[config.mk]
export PLATFORM = sky130hd
export DESIGN_NAME = population_fitness_scheduler
export DESIGN_NICKNAME = d
export VERILOG_FILES = /design/src/rtl/population_fitness_scheduler_pkg.sv /design/src/rtl/ga_best_tracker.sv /design/src/rtl/population_fitness_scheduler.sv
export SDC_FILE = /design/constraint.sdc
export NUM_CORES = 1
export LEC_CHECK = 0
export BUFFER_PORTS_ARGS = -buffer_cell sky130_fd_sc_hd__buf_2
export CORE_MARGIN = 4
export CORE_UTILIZATION = 45
export CTS_CLUSTER_SIZE = 10
export DETAILED_ROUTE_END_ITERATION = 12
export GPL_TIMING_DRIVEN = 0
export HOLD_SLACK_MARGIN = 0.15
export PLACE_DENSITY = 0.75
export RECOVER_POWER = 100
export SYNTH_ARGS = -nofsm -noshare
export SYNTH_HDL_FRONTEND = slang
export SYNTH_SLANG_ARGS = --single-unit
[constraint.sdc]
create_clock -name clk -period 4.9 [get_ports clk]
set_input_delay 0.49 -clock clk [delete_from_list [all_inputs] [get_ports clk]]
set_output_delay 0.49 -clock clk [all_outputs]
set_load 0.1 [all_outputs]
[src/rtl/population_fitness_scheduler_pkg.sv]
// Shared GA definitions: scheduler state encoding and default datapath widths
// used by the population fitness scheduler and its best/total tracker.
package population_fitness_scheduler_pkg;

  localparam int DEFAULT_ERROR_WIDTH       = 6;
  localparam int DEFAULT_INSTRUCTION_WIDTH = 64;

  typedef enum logic [2:0] {
    ST_IDLE,
    ST_FETCH,
    ST_LOAD,
    ST_LAUNCH,
    ST_RUN,
    ST_STORE,
    ST_DONE
  } sched_state_e;

endpackage

[src/rtl/ga_best_tracker.sv]
// Running minimum error (with its index) and running error sum for one
// population run; clear starts a new run, update folds in one score.
module ga_best_tracker #(
  parameter int IndexWidth = 4,
  parameter int ErrorWidth = 6,
  parameter int TotalWidth = 10
) (
  input  logic                  clk,
  input  logic                  rst,
  input  logic                  clear,
  input  logic                  update,
  input  logic [IndexWidth-1:0] index,
  input  logic [ErrorWidth-1:0] error,
  output logic [IndexWidth-1:0] best_index,
  output logic [ErrorWidth-1:0] best_error,
  output logic [TotalWidth-1:0] total_error
);

  always_ff @(posedge clk) begin
    if (rst || clear) begin
      best_index  <= '0;
      best_error  <= '1;
      total_error <= '0;
    end else if (update) begin
      total_error <= total_error + TotalWidth'(error);
      // Strict compare: on a tie the earlier (lower) index is kept.
      if (error < best_error) begin
        best_error <= error;
        best_index <= index;
      end
    end
  end

endmodule

[src/rtl/population_fitness_scheduler.sv]
// Walks the population through one shared fitness evaluator: fetch genome,
// launch, wait for finish (under a watchdog), store score, track best/total.
module population_fitness_scheduler
  import population_fitness_scheduler_pkg::*;
#(
  parameter int PopulationSize   = 16,
  parameter int IndexWidth       = $clog2(PopulationSize),
  parameter int InstructionWidth = DEFAULT_INSTRUCTION_WIDTH,
  parameter int ErrorWidth       = DEFAULT_ERROR_WIDTH,
  parameter int TotalWidth       = ErrorWidth + IndexWidth,
  parameter int WatchdogWidth    = 8
) (
  input  logic                        clk,
  input  logic                        rst,
  input  logic                        start,
  output logic                        buzy,
  output logic                        done,
  output logic                        fault,
  output logic [IndexWidth-1:0]       pop_addr,
  output logic                        pop_rd,
  input  logic [InstructionWidth-1:0] pop_data,
  output logic [InstructionWidth-1:0] fit_individual,
  output logic                        fit_start,
  input  logic                        fit_buzy,
  input  logic                        fit_finish,
  input  logic [ErrorWidth-1:0]       fit_error,
  output logic                        err_we,
  output logic [IndexWidth-1:0]       err_addr,
  output logic [ErrorWidth-1:0]       err_data,
  output logic [IndexWidth-1:0]       best_index,
  output logic [ErrorWidth-1:0]       best_error,
  output logic [TotalWidth-1:0]       total_error
);

  sched_state_e state, state_next;

  logic [IndexWidth-1:0]    index;
  logic [WatchdogWidth-1:0] watchdog;
  logic [ErrorWidth-1:0]    error_q;
  logic                     wd_expired;
  logic                     last_index;
  logic                     run_clear;

  assign wd_expired = &watchdog;
  assign last_index = (index == IndexWidth'(PopulationSize - 1));
  assign run_clear  = (state == ST_IDLE) && start;

  assign buzy     = (state != ST_IDLE);
  assign pop_addr = index;
  assign err_addr = index;
  assign err_data = error_q;

  // NOTE: every signal driven here gets a default first so no path leaves it
  // unassigned; otherwise synthesis infers a latch.
  always_comb begin
    state_next = state;
    pop_rd     = 1'b0;
    fit_start  = 1'b0;
    err_we     = 1'b0;
    done       = 1'b0;
    case (state)
      ST_IDLE:  if (start) state_next = ST_FETCH;
      ST_FETCH: begin
        pop_rd     = 1'b1;
        state_next = ST_LOAD;
      end
      ST_LOAD:  state_next = ST_LAUNCH;
      ST_LAUNCH: begin
        if (wd_expired) begin
          state_next = ST_DONE;
        end else if (!fit_finish) begin
          // Hold off while the previous individual's finish is still high.
          fit_start = 1'b1;
          if (fit_buzy) state_next = ST_RUN;
        end
      end
      ST_RUN: begin
        if (wd_expired)      state_next = ST_DONE;
        else if (fit_finish) state_next = ST_STORE;
      end
      ST_STORE: begin
        err_we     = 1'b1;
        state_next = last_index ? ST_DONE : ST_FETCH;
      end
      ST_DONE: begin
        done       = 1'b1;
        state_next = ST_IDLE;
      end
      default: state_next = ST_IDLE;
    endcase
  end

  // NOTE: sequential state uses non-blocking assignments so every register
  // samples pre-edge values regardless of statement order.
  always_ff @(posedge clk) begin
    if (rst) begin
      state          <= ST_IDLE;
      index          <= '0;
      watchdog       <= '0;
      error_q        <= '0;
      fit_individual <= '0;
      fault          <= 1'b0;
    end else begin
      state <= state_next;

      if (run_clear)                    index <= '0;
      else if (state == ST_STORE && !last_index) index <= index + 1'b1;

      if (state == ST_LOAD) begin
        watchdog       <= '0;
        fit_individual <= pop_data;
      end else if (state == ST_LAUNCH || state == ST_RUN) begin
        watchdog <= watchdog + 1'b1;
      end

      if (state == ST_RUN && fit_finish) error_q <= fit_error;

      if (run_clear) fault <= 1'b0;
      else if ((state == ST_LAUNCH || state == ST_RUN) && wd_expired) fault <= 1'b1;
    end
  end

  ga_best_tracker #(
    .IndexWidth(IndexWidth),
    .ErrorWidth(ErrorWidth),
    .TotalWidth(TotalWidth)
  ) u_best_tracker (
    .clk        (clk),
    .rst        (rst),
    .clear      (run_clear),
    .update     (state == ST_STORE),
    .index      (index),
    .error      (error_q),
    .best_index (best_index),
    .best_error (best_error),
    .total_error(total_error)
  );

endmodule

==> impl_metrics.prom, run 1 <==
# TYPE chip_impl_metric gauge
chip_impl_metric{name="seq_cells_post_synth",unit=""} 106
chip_impl_metric{name="hpwlAfterDp",unit="mm"} 9.21
chip_impl_metric{name="worstHoldPathCells",unit=""} 3
chip_impl_metric{name="timing_worst_slew_pin_value",unit="ns"} 1.36
chip_impl_metric{name="initialDrtViolationCount",unit=""} 104
chip_impl_info{name="cell_chain_critical_path",value="buf_6 > nand3b_4 > clkinvlp_2 > buf_2 > clkbuf_1"} 1
chip_impl_metric{name="finalClockSkew",unit="ns"} 0.0115
chip_impl_metric{name="antenna_found_initial",unit=""} 0
chip_impl_metric{name="placement_rows",unit=""} 35
chip_impl_metric{name="drc",unit=""} 0
chip_impl_metric{name="final_net_count",unit=""} 797
chip_impl_metric{name="setup_violations",unit=""} 0
chip_impl_metric{name="postRouteWirelength",unit="mm"} 11.9
chip_impl_metric{name="path_clk_slew",unit="ns"} 0.11
chip_impl_info{name="ys.flop_type",value="sky130_fd_sc_hd__dfxtp_1"} 1
chip_impl_metric{name="routabilityCongestion",unit=""} 0.824
chip_impl_metric{name="post_synth_num_cell_types",unit=""} 48
chip_impl_metric{name="die-area",unit="mm²"} 0.0114
chip_impl_metric{name="max-slew-margin-rel",unit="%"} 8.61
chip_impl_metric{name="grt_pass1_vias",unit=""} 4050
chip_impl_metric{name="power-per-cell-area",unit="mW/mm²"} 421
chip_impl_metric{name="p_total",unit="mW"} 2.30
chip_impl_metric{name="htree_num_levels",unit=""} 3
chip_impl_metric{name="post-cts-setup-buffers",unit=""} 0
chip_impl_info{name="cp_slowest_cell",value="sky130_fd_sc_hd__clkbuf_1"} 1
chip_impl_metric{name="proportion_of_register_bits_with_asynchronous_set_or_reset_after_synthesis",unit="%"} 0
chip_impl_metric{name="critPathRequiredTime",unit="ns"} 4.41
chip_impl_metric{name="period_utilization",unit="%"} 60.7
chip_impl_metric{name="wire_length_of_the_first_global_routing_pass",unit="mm"} 19.0
chip_impl_metric{name="crit_cells",unit=""} 5
chip_impl_info{name="final_common_cell",value="sky130_fd_sc_hd__nand2_1"} 1
chip_impl_metric{name="area_growth_syn_to_layout",unit="%"} 24.1
chip_impl_metric{name="timing.fmax",unit="MHz"} 336
chip_impl_metric{name="clock_tree.buffer_depth",unit=""} 2
chip_impl_metric{name="grt_remaining_overflow",unit=""} 0
chip_impl_metric{name="detailedRoute.firstPassIterationCount",unit=""} 5
chip_impl_metric{name="path_buf_inv",unit=""} 4
chip_impl_info{name="ctsRootBufferMaster",value="sky130_fd_sc_hd__clkbuf_8"} 1
chip_impl_info{name="outcome",value="finished clean"} 1
chip_impl_metric{name="cts_hold_repair.buffers",unit=""} 0
chip_impl_metric{name="final.min_clock_period",unit="ns"} 2.98
chip_impl_metric{name="core-area",unit="mm²"} 0.00937
chip_impl_metric{name="grt.total_usage",unit="%"} 20.5
chip_impl_metric{name="clkLatencyLatePin",unit="ns"} 0.37
chip_impl_metric{name="synth.avg_cell_area",unit="µm²"} 8.48
chip_impl_metric{name="r2r_cells",unit=""} 6
chip_impl_metric{name="critPathMaxFanout",unit=""} 10
chip_impl_info{name="timing_worst_setup_path_type",value="reg -> out"} 1
chip_impl_info{name="yosys-top-cells-area",value="sky130_fd_sc_hd__dfxtp_1 48%, sky130_fd_sc_hd__nand2_1 13%, sky130_fd_sc_hd__a21oi_1 8.9%, sky130_fd_sc_hd__ha_1 3.7%, sky130_fd_sc_hd__mux2i_1 3.2%"} 1
chip_impl_metric{name="peakVddDrop",unit="µV"} 275
chip_impl_metric{name="critPathArrivalTime",unit="ns"} 2.49
chip_impl_metric{name="drv_cap",unit=""} 0
chip_impl_metric{name="buffers_on_ports",unit=""} 178
chip_impl_metric{name="mappedNetlistArea",unit="mm²"} 0.00440
chip_impl_metric{name="viasPerCell",unit=""} 4.99
chip_impl_metric{name="antennaDiodeCount",unit=""} 0
chip_impl_metric{name="tns",unit="ns"} 0
chip_impl_metric{name="number_of_flops_mapped_to_enable_cells_by_yosys",unit=""} 0
chip_impl_info{name="worstSetupEndpointType",value="output port"} 1
chip_impl_metric{name="cts.repair.resized",unit=""} 0
chip_impl_metric{name="postRouteAntennaNets",unit=""} 0
chip_impl_metric{name="synth_top_area_share",unit="%"} 48.2
chip_impl_metric{name="clkSinkCount",unit=""} 106
chip_impl_metric{name="final_util",unit="%"} 58.3
chip_impl_metric{name="floorplan.io_pins",unit=""} 179
chip_impl_info{name="family_with_the_most_delay_on_the_worst_path",value="buffers and inverters"} 1
chip_impl_info{name="timing.hold.worst.class",value="in -> reg"} 1
chip_impl_metric{name="via_count",unit=""} 4199
chip_impl_metric{name="grt_max_degree",unit=""} 19
chip_impl_metric{name="finalMaxSlewViolations",unit=""} 0
chip_impl_info{name="grt_setup_unrepaired",value="false"} 1
chip_impl_metric{name="ys_warn_count",unit=""} 0
chip_impl_info{name="cts_tree",value="built"} 1
chip_impl_metric{name="start_util",unit="%"} 47.0
chip_impl_metric{name="synth.yosys.seq_area_share",unit="%"} 48.2
chip_impl_metric{name="worst_path_largest_cell_delay",unit="ns"} 0.89
chip_impl_metric{name="drt-wirelength-per-cell",unit="µm"} 14.1
chip_impl_metric{name="postSynthNetCount",unit=""} 608
chip_impl_metric{name="final_layout_size_suffix_gt1_share",unit="%"} 16.0
chip_impl_metric{name="numCtsBuffers",unit=""} 9
chip_impl_info{name="layout.cells.most_common_list",value="153 x sky130_fd_sc_hd__nand2_1, 124 x sky130_fd_sc_hd__clkbuf_1, 106 x sky130_fd_sc_hd__dfxtp_1, 81 x sky130_fd_sc_hd__buf_2, 79 x sky130_fd_sc_hd__a21oi_1"} 1
chip_impl_info{name="leading_area_contributor_after_synthesis",value="sky130_fd_sc_hd__dfxtp_1"} 1
chip_impl_metric{name="die_width",unit="µm"} 107
chip_impl_metric{name="report.final.hold_viol_count",unit=""} 0
chip_impl_info{name="worst_setup_path_start_kind",value="flop"} 1
chip_impl_metric{name="die_height",unit="µm"} 107
chip_impl_metric{name="synthCells",unit=""} 519
chip_impl_metric{name="static-leakage-power",unit="nW"} 2.20
-- routing by layer --
| layer | vias to the layer above | wire, µm | global-route usage [%] |
|---|---|---|---|
| met1 | 1924 | 4850 | 23.7 |
| met3 | 26 | 969 | 6.80 |
| met4 | 0 | 313 | 7.40 |
| li1 | 2103 | - | - |
| met5 | - | 0 | 0 |
| met2 | 146 | 5730 | 35.3 |
-- registers in the layout, summed over array words and instances, names as in the netlist --
signal / flops
err_addr: 4
err_data: 6
fault: 1
fit_individual: 64
state: 3
u_best_tracker.best_error: 6
u_best_tracker.best_index: 4
u_best_tracker.total_error: 10
watchdog: 8
-- cell type report --
cell class | instances | area (µm²)
buffer | 33 | 159
clock buffer | 9 | 124
clock inverter | 7 | 73.8
fill | 943 | 3910
inverter | 13 | 50.0
multi-input combinational | 367 | 2010
sequential | 106 | 2120
tap | 129 | 161
timing repair buffer | 178 | 761
-- cell usage after synthesis, types with 2 or more instances --
cell	count
sky130_fd_sc_hd__nor3_1	3
sky130_fd_sc_hd__ha_1	13
sky130_fd_sc_hd__nor2_1	28
sky130_fd_sc_hd__buf_6	2
sky130_fd_sc_hd__nand4_1	4
sky130_fd_sc_hd__a21o_1	3
sky130_fd_sc_hd__or2_2	3
sky130_fd_sc_hd__mux2i_1	14
sky130_fd_sc_hd__buf_4	6
sky130_fd_sc_hd__o211ai_1	6
sky130_fd_sc_hd__clkbuf_1	10
sky130_fd_sc_hd__nand2_1	153
sky130_fd_sc_hd__and3_1	3
sky130_fd_sc_hd__buf_2	15
sky130_fd_sc_hd__xor2_1	8
sky130_fd_sc_hd__a211oi_1	3
sky130_fd_sc_hd__dfxtp_1	106
sky130_fd_sc_hd__inv_1	12
sky130_fd_sc_hd__o21ai_0	8
sky130_fd_sc_hd__nor3b_1	3
sky130_fd_sc_hd__a21oi_1	78
sky130_fd_sc_hd__or3_1	3
sky130_fd_sc_hd__o311ai_0	2
sky130_fd_sc_hd__xnor2_1	4
sky130_fd_sc_hd__nand3_1	6
-- where the power goes --
group | internal, mW | switching (mW)
combinational | 0.126 | 0.664
sequential | 0.925 | 0.0363
clock | 0.240 | 0.307
-- tightest hold or removal path, cell delays in order --
cell,delay (ns)
sky130_fd_sc_hd__buf_2,0.09
sky130_fd_sc_hd__nand2_1,0.04
sky130_fd_sc_hd__a21oi_1,0.05
-- metrics by stage --
| step | instances | hold slack (ns) | setup WS, ns | cell area [µm²] |
|---|---|---|---|---|
| final | 842 | 0.346 | 1.92 | 5460 |
| after global placement | 826 | 0.439 | 2.78 | 5450 |
| after floorplan | 519 | 0.471 | 1.59 | 4400 |
| after detailed placement | 826 | 0.445 | 2.78 | 5450 |
| after global routing | 842 | 0.330 | 1.79 | 5460 |
| after CTS | 842 | 0.329 | 2.44 | 5650 |
-- worst paths after layout --
check,slack (ns),endpoint,startpoint
worst min register to register,0.46,fault,fault
worst min-delay path,0.35,fit_individual[23],pop_data[23]
worst max register to register,2.04,u_best_tracker.best_index[1],state[0]
worst max-delay path,1.92,err_we,state[2]
-- kinds of logic (layout without fill, tap and decap cells) --
group | count (synthesis) | count (layout) | share of synthesized area [%]
xor gates and xnor gates | 12 | 12 | 2.39
buffers and inverters | 46 | 240 | 5.23
muxes | 14 | 14 | 3.18
AOI/OAI and AO/OA | 112 | 112 | 15.4
and+or+nand+nor | 215 | 215 | 21.4
adders and majority gates | 14 | 14 | 4.15
DFF | 106 | 106 | 48.2
(Power assumes the default switching activity.)
==> inputs of run 2 (changes only) <==
--- a/config.mk
+++ b/config.mk
@@ -7,7 +7,7 @@
 export LEC_CHECK = 0
 export BUFFER_PORTS_ARGS = -buffer_cell sky130_fd_sc_hd__buf_2
 export CORE_MARGIN = 4
-export CORE_UTILIZATION = 45
+export CORE_UTILIZATION = 43
 export CTS_CLUSTER_SIZE = 10
 export DETAILED_ROUTE_END_ITERATION = 12
 export GPL_TIMING_DRIVEN = 0
==> constraint.sdc (replaced) <==
create_clock -name clk -period 2.6 [get_ports clk]
set_input_delay 0.26 -clock clk [delete_from_list [all_inputs] [get_ports clk]]
set_output_delay 0.26 -clock clk [all_outputs]
set_load 0.1 [all_outputs]
==> impl_metrics.prom, run 2 (synthesis results as in run 1) <==
# TYPE chip_impl_metric gauge
chip_impl_metric{name="design_area",unit="mm²"} 0.00618
chip_impl_metric{name="buffers_on_ports",unit=""} 178
chip_impl_metric{name="finalClockSkew",unit="ns"} 0.0118
chip_impl_info{name="timing.hold.worst.class",value="in -> reg"} 1
chip_impl_metric{name="critPathMaxFanout",unit=""} 10
chip_impl_metric{name="clock_tree.buffer_depth",unit=""} 2
chip_impl_metric{name="fill_cells",unit=""} 899
chip_impl_info{name="layout.cells.most_common_list",value="153 x sky130_fd_sc_hd__nand2_1, 118 x sky130_fd_sc_hd__clkbuf_1, 106 x sky130_fd_sc_hd__dfxtp_1, 81 x sky130_fd_sc_hd__buf_2, 78 x sky130_fd_sc_hd__a21oi_1"} 1
chip_impl_metric{name="met3_length",unit="µm"} 914
chip_impl_metric{name="final-seq-area",unit="mm²"} 0.00212
chip_impl_metric{name="routabilityCongestion",unit=""} 0.869
chip_impl_metric{name="die-area",unit="mm²"} 0.0119
chip_impl_metric{name="wl_met2",unit="mm"} 6.64
chip_impl_metric{name="die_width",unit="µm"} 109
chip_impl_metric{name="drc",unit=""} 0
chip_impl_metric{name="wire_length_of_the_first_global_routing_pass",unit="mm"} 21.1
chip_impl_metric{name="postRouteWirelength",unit="mm"} 13.1
chip_impl_metric{name="floorplan.io_pins",unit=""} 179
chip_impl_metric{name="final.min_clock_period",unit="ns"} 2.23
chip_impl_metric{name="static-leakage-power",unit="nW"} 2.53
chip_impl_metric{name="drv_cap",unit=""} 0
chip_impl_metric{name="grt.total_usage",unit="%"} 22.1
chip_impl_metric{name="tns",unit="ns"} 0
chip_impl_metric{name="critPathRequiredTime",unit="ns"} 2.86
chip_impl_metric{name="via_count",unit=""} 4538
chip_impl_metric{name="hpwlAfterDp",unit="mm"} 9.03
chip_impl_metric{name="finalMaxSlewViolations",unit=""} 0
chip_impl_metric{name="detailedRoute.firstPassIterationCount",unit=""} 4
chip_impl_info{name="final_common_cell",value="sky130_fd_sc_hd__nand2_1"} 1
chip_impl_metric{name="clkLatencyLatePin",unit="ns"} 0.36
chip_impl_metric{name="core-area",unit="mm²"} 0.00986
chip_impl_metric{name="dpl.cell_count",unit=""} 830
chip_impl_metric{name="start_util",unit="%"} 44.6
chip_impl_metric{name="grt_remaining_overflow",unit=""} 0
chip_impl_metric{name="final_net_count",unit=""} 865
chip_impl_metric{name="max_ffs_per_register",unit=""} 64
chip_impl_metric{name="finalWorstSetupSlack",unit="ns"} 0.374
chip_impl_metric{name="pre_cts_ws",unit="ns"} 0.450
chip_impl_metric{name="die_height",unit="µm"} 109
chip_impl_metric{name="numCtsBuffers",unit=""} 9
chip_impl_metric{name="placement.cell_area",unit="mm²"} 0.00546
chip_impl_info{name="topRoutingLayerUsed",value="met4"} 1
chip_impl_metric{name="report.final.hold_viol_count",unit=""} 0
chip_impl_metric{name="p_total",unit="mW"} 4.39
chip_impl_metric{name="initialDrtViolationCount",unit=""} 213
chip_impl_info{name="largest_register",value="fit_individual"} 1
chip_impl_metric{name="grt_max_degree",unit=""} 20
chip_impl_metric{name="postRouteAntennaNets",unit=""} 0
chip_impl_metric{name="htree_num_levels",unit=""} 3
chip_impl_metric{name="grt_pass1_vias",unit=""} 4662
chip_impl_metric{name="power-per-cell-area",unit="mW/mm²"} 711
chip_impl_metric{name="final_layout_size_suffix_gt1_share",unit="%"} 15.6
chip_impl_metric{name="routedLengthMet1",unit="mm"} 5.25
chip_impl_info{name="grt_setup_unrepaired",value="false"} 1
chip_impl_metric{name="fin_worst_hold_slack",unit="ns"} 0.174
chip_impl_metric{name="placement_rows",unit=""} 36
chip_impl_metric{name="viasPerCell",unit=""} 4.95
chip_impl_info{name="cts_tree",value="built"} 1
chip_impl_metric{name="final_util",unit="%"} 62.6
chip_impl_info{name="reg.largest.list",value="fit_individual: 64 flops, u_best_tracker.total_error: 10 flops, watchdog: 8 flops"} 1
chip_impl_metric{name="timing_worst_slew_pin_value",unit="ns"} 1.21
chip_impl_metric{name="area_growth_syn_to_layout",unit="%"} 40.3
chip_impl_metric{name="period_utilization",unit="%"} 85.6
chip_impl_metric{name="drt-wirelength-per-cell",unit="µm"} 14.3
chip_impl_metric{name="timing.fmax",unit="MHz"} 449
chip_impl_info{name="timing_worst_setup_path_type",value="reg -> reg"} 1
chip_impl_metric{name="path_clk_slew",unit="ns"} 0.11
chip_impl_info{name="worst_setup_path_start_kind",value="flop"} 1
chip_impl_metric{name="multi_input_comb_area",unit="mm²"} 0.00203
chip_impl_metric{name="antenna_found_initial",unit=""} 0
chip_impl_metric{name="max-slew-margin-rel",unit="%"} 19.4
chip_impl_info{name="ctsRootBufferMaster",value="sky130_fd_sc_hd__clkbuf_8"} 1
chip_impl_metric{name="setup_violations",unit=""} 0
chip_impl_metric{name="peakVddDrop",unit="µV"} 483
chip_impl_metric{name="clkSinkCount",unit=""} 106
chip_impl_info{name="outcome",value="finished clean"} 1
chip_impl_metric{name="critPathArrivalTime",unit="ns"} 2.48
chip_impl_info{name="worstSetupEndpointType",value="flop"} 1
chip_impl_metric{name="instances_no_fill",unit=""} 916
-- run 2: cell types whose count changed in the layout (fill, tap and decap cells not counted), moves of 2 or more --
cell,previous run,this run
sky130_fd_sc_hd__dlygate4sd3_1,0,68
sky130_fd_sc_hd__clkbuf_1,124,118
sky130_fd_sc_hd__clkbuf_2,0,6
sky130_fd_sc_hd__inv_6,3,0
sky130_fd_sc_hd__inv_8,0,3
sky130_fd_sc_hd__clkinv_4,0,2
sky130_fd_sc_hd__diode_2,0,2
-- run 2: path summary, 6_finish.rpt --
kind | from | to | slack [ns] | cells past startpoint
max | state[0] | u_best_tracker.best_index[0] | 0.37 | 6
min | rst | u_best_tracker.best_error[0] | 0.17 | 3
max reg2reg | state[0] | u_best_tracker.best_index[0] | 0.37 | 6
min reg2reg | fit_individual[43] | fit_individual[43] | 0.46 | 2
-- run 2: cell type report --
cell class	count	share of cell area, %
sequential	106	34.4
multi-input combinational	367	32.9
timing repair buffer	246	23.4
tap	133	2.69
buffer	33	2.59
clock buffer	10	2.23
clock inverter	6	0.911
inverter	13	0.810
antenna	2	0.0810
-- run 2: critical path: stages (launching register included) --
cell and delay, ns:
sky130_fd_sc_hd__dfxtp_1 0.36, sky130_fd_sc_hd__clkbuf_1 0.23, sky130_fd_sc_hd__nor3_2 0.31, sky130_fd_sc_hd__inv_1 0.12, sky130_fd_sc_hd__o21ai_1 0.67, sky130_fd_sc_hd__clkbuf_2 0.36
sky130_fd_sc_hd__nor2_1 0.08
-- run 2: where the power goes --
group	leakage (nW)	switching, mW	internal [mW]
logic	1.57	1.28	0.312
clock network	0.102	0.587	0.397
registers	0.859	0.0702	1.74
total	2.53	1.94	2.45
-- run 2: routing by layer --
metal,global-route usage (%),vias to the layer above
li1,-,2243
met1,25.0,2101
met2,39.3,161
met3,5.45,33
met4,9.44,0
met5,0,-
-- run 2: what timing repair did --
action,CTS,global route
resized for setup,0,0
endpoints found under the setup margin,0,0
setup buffers,0,0
hold endpoints to repair,68,0
hold buffers,68,0
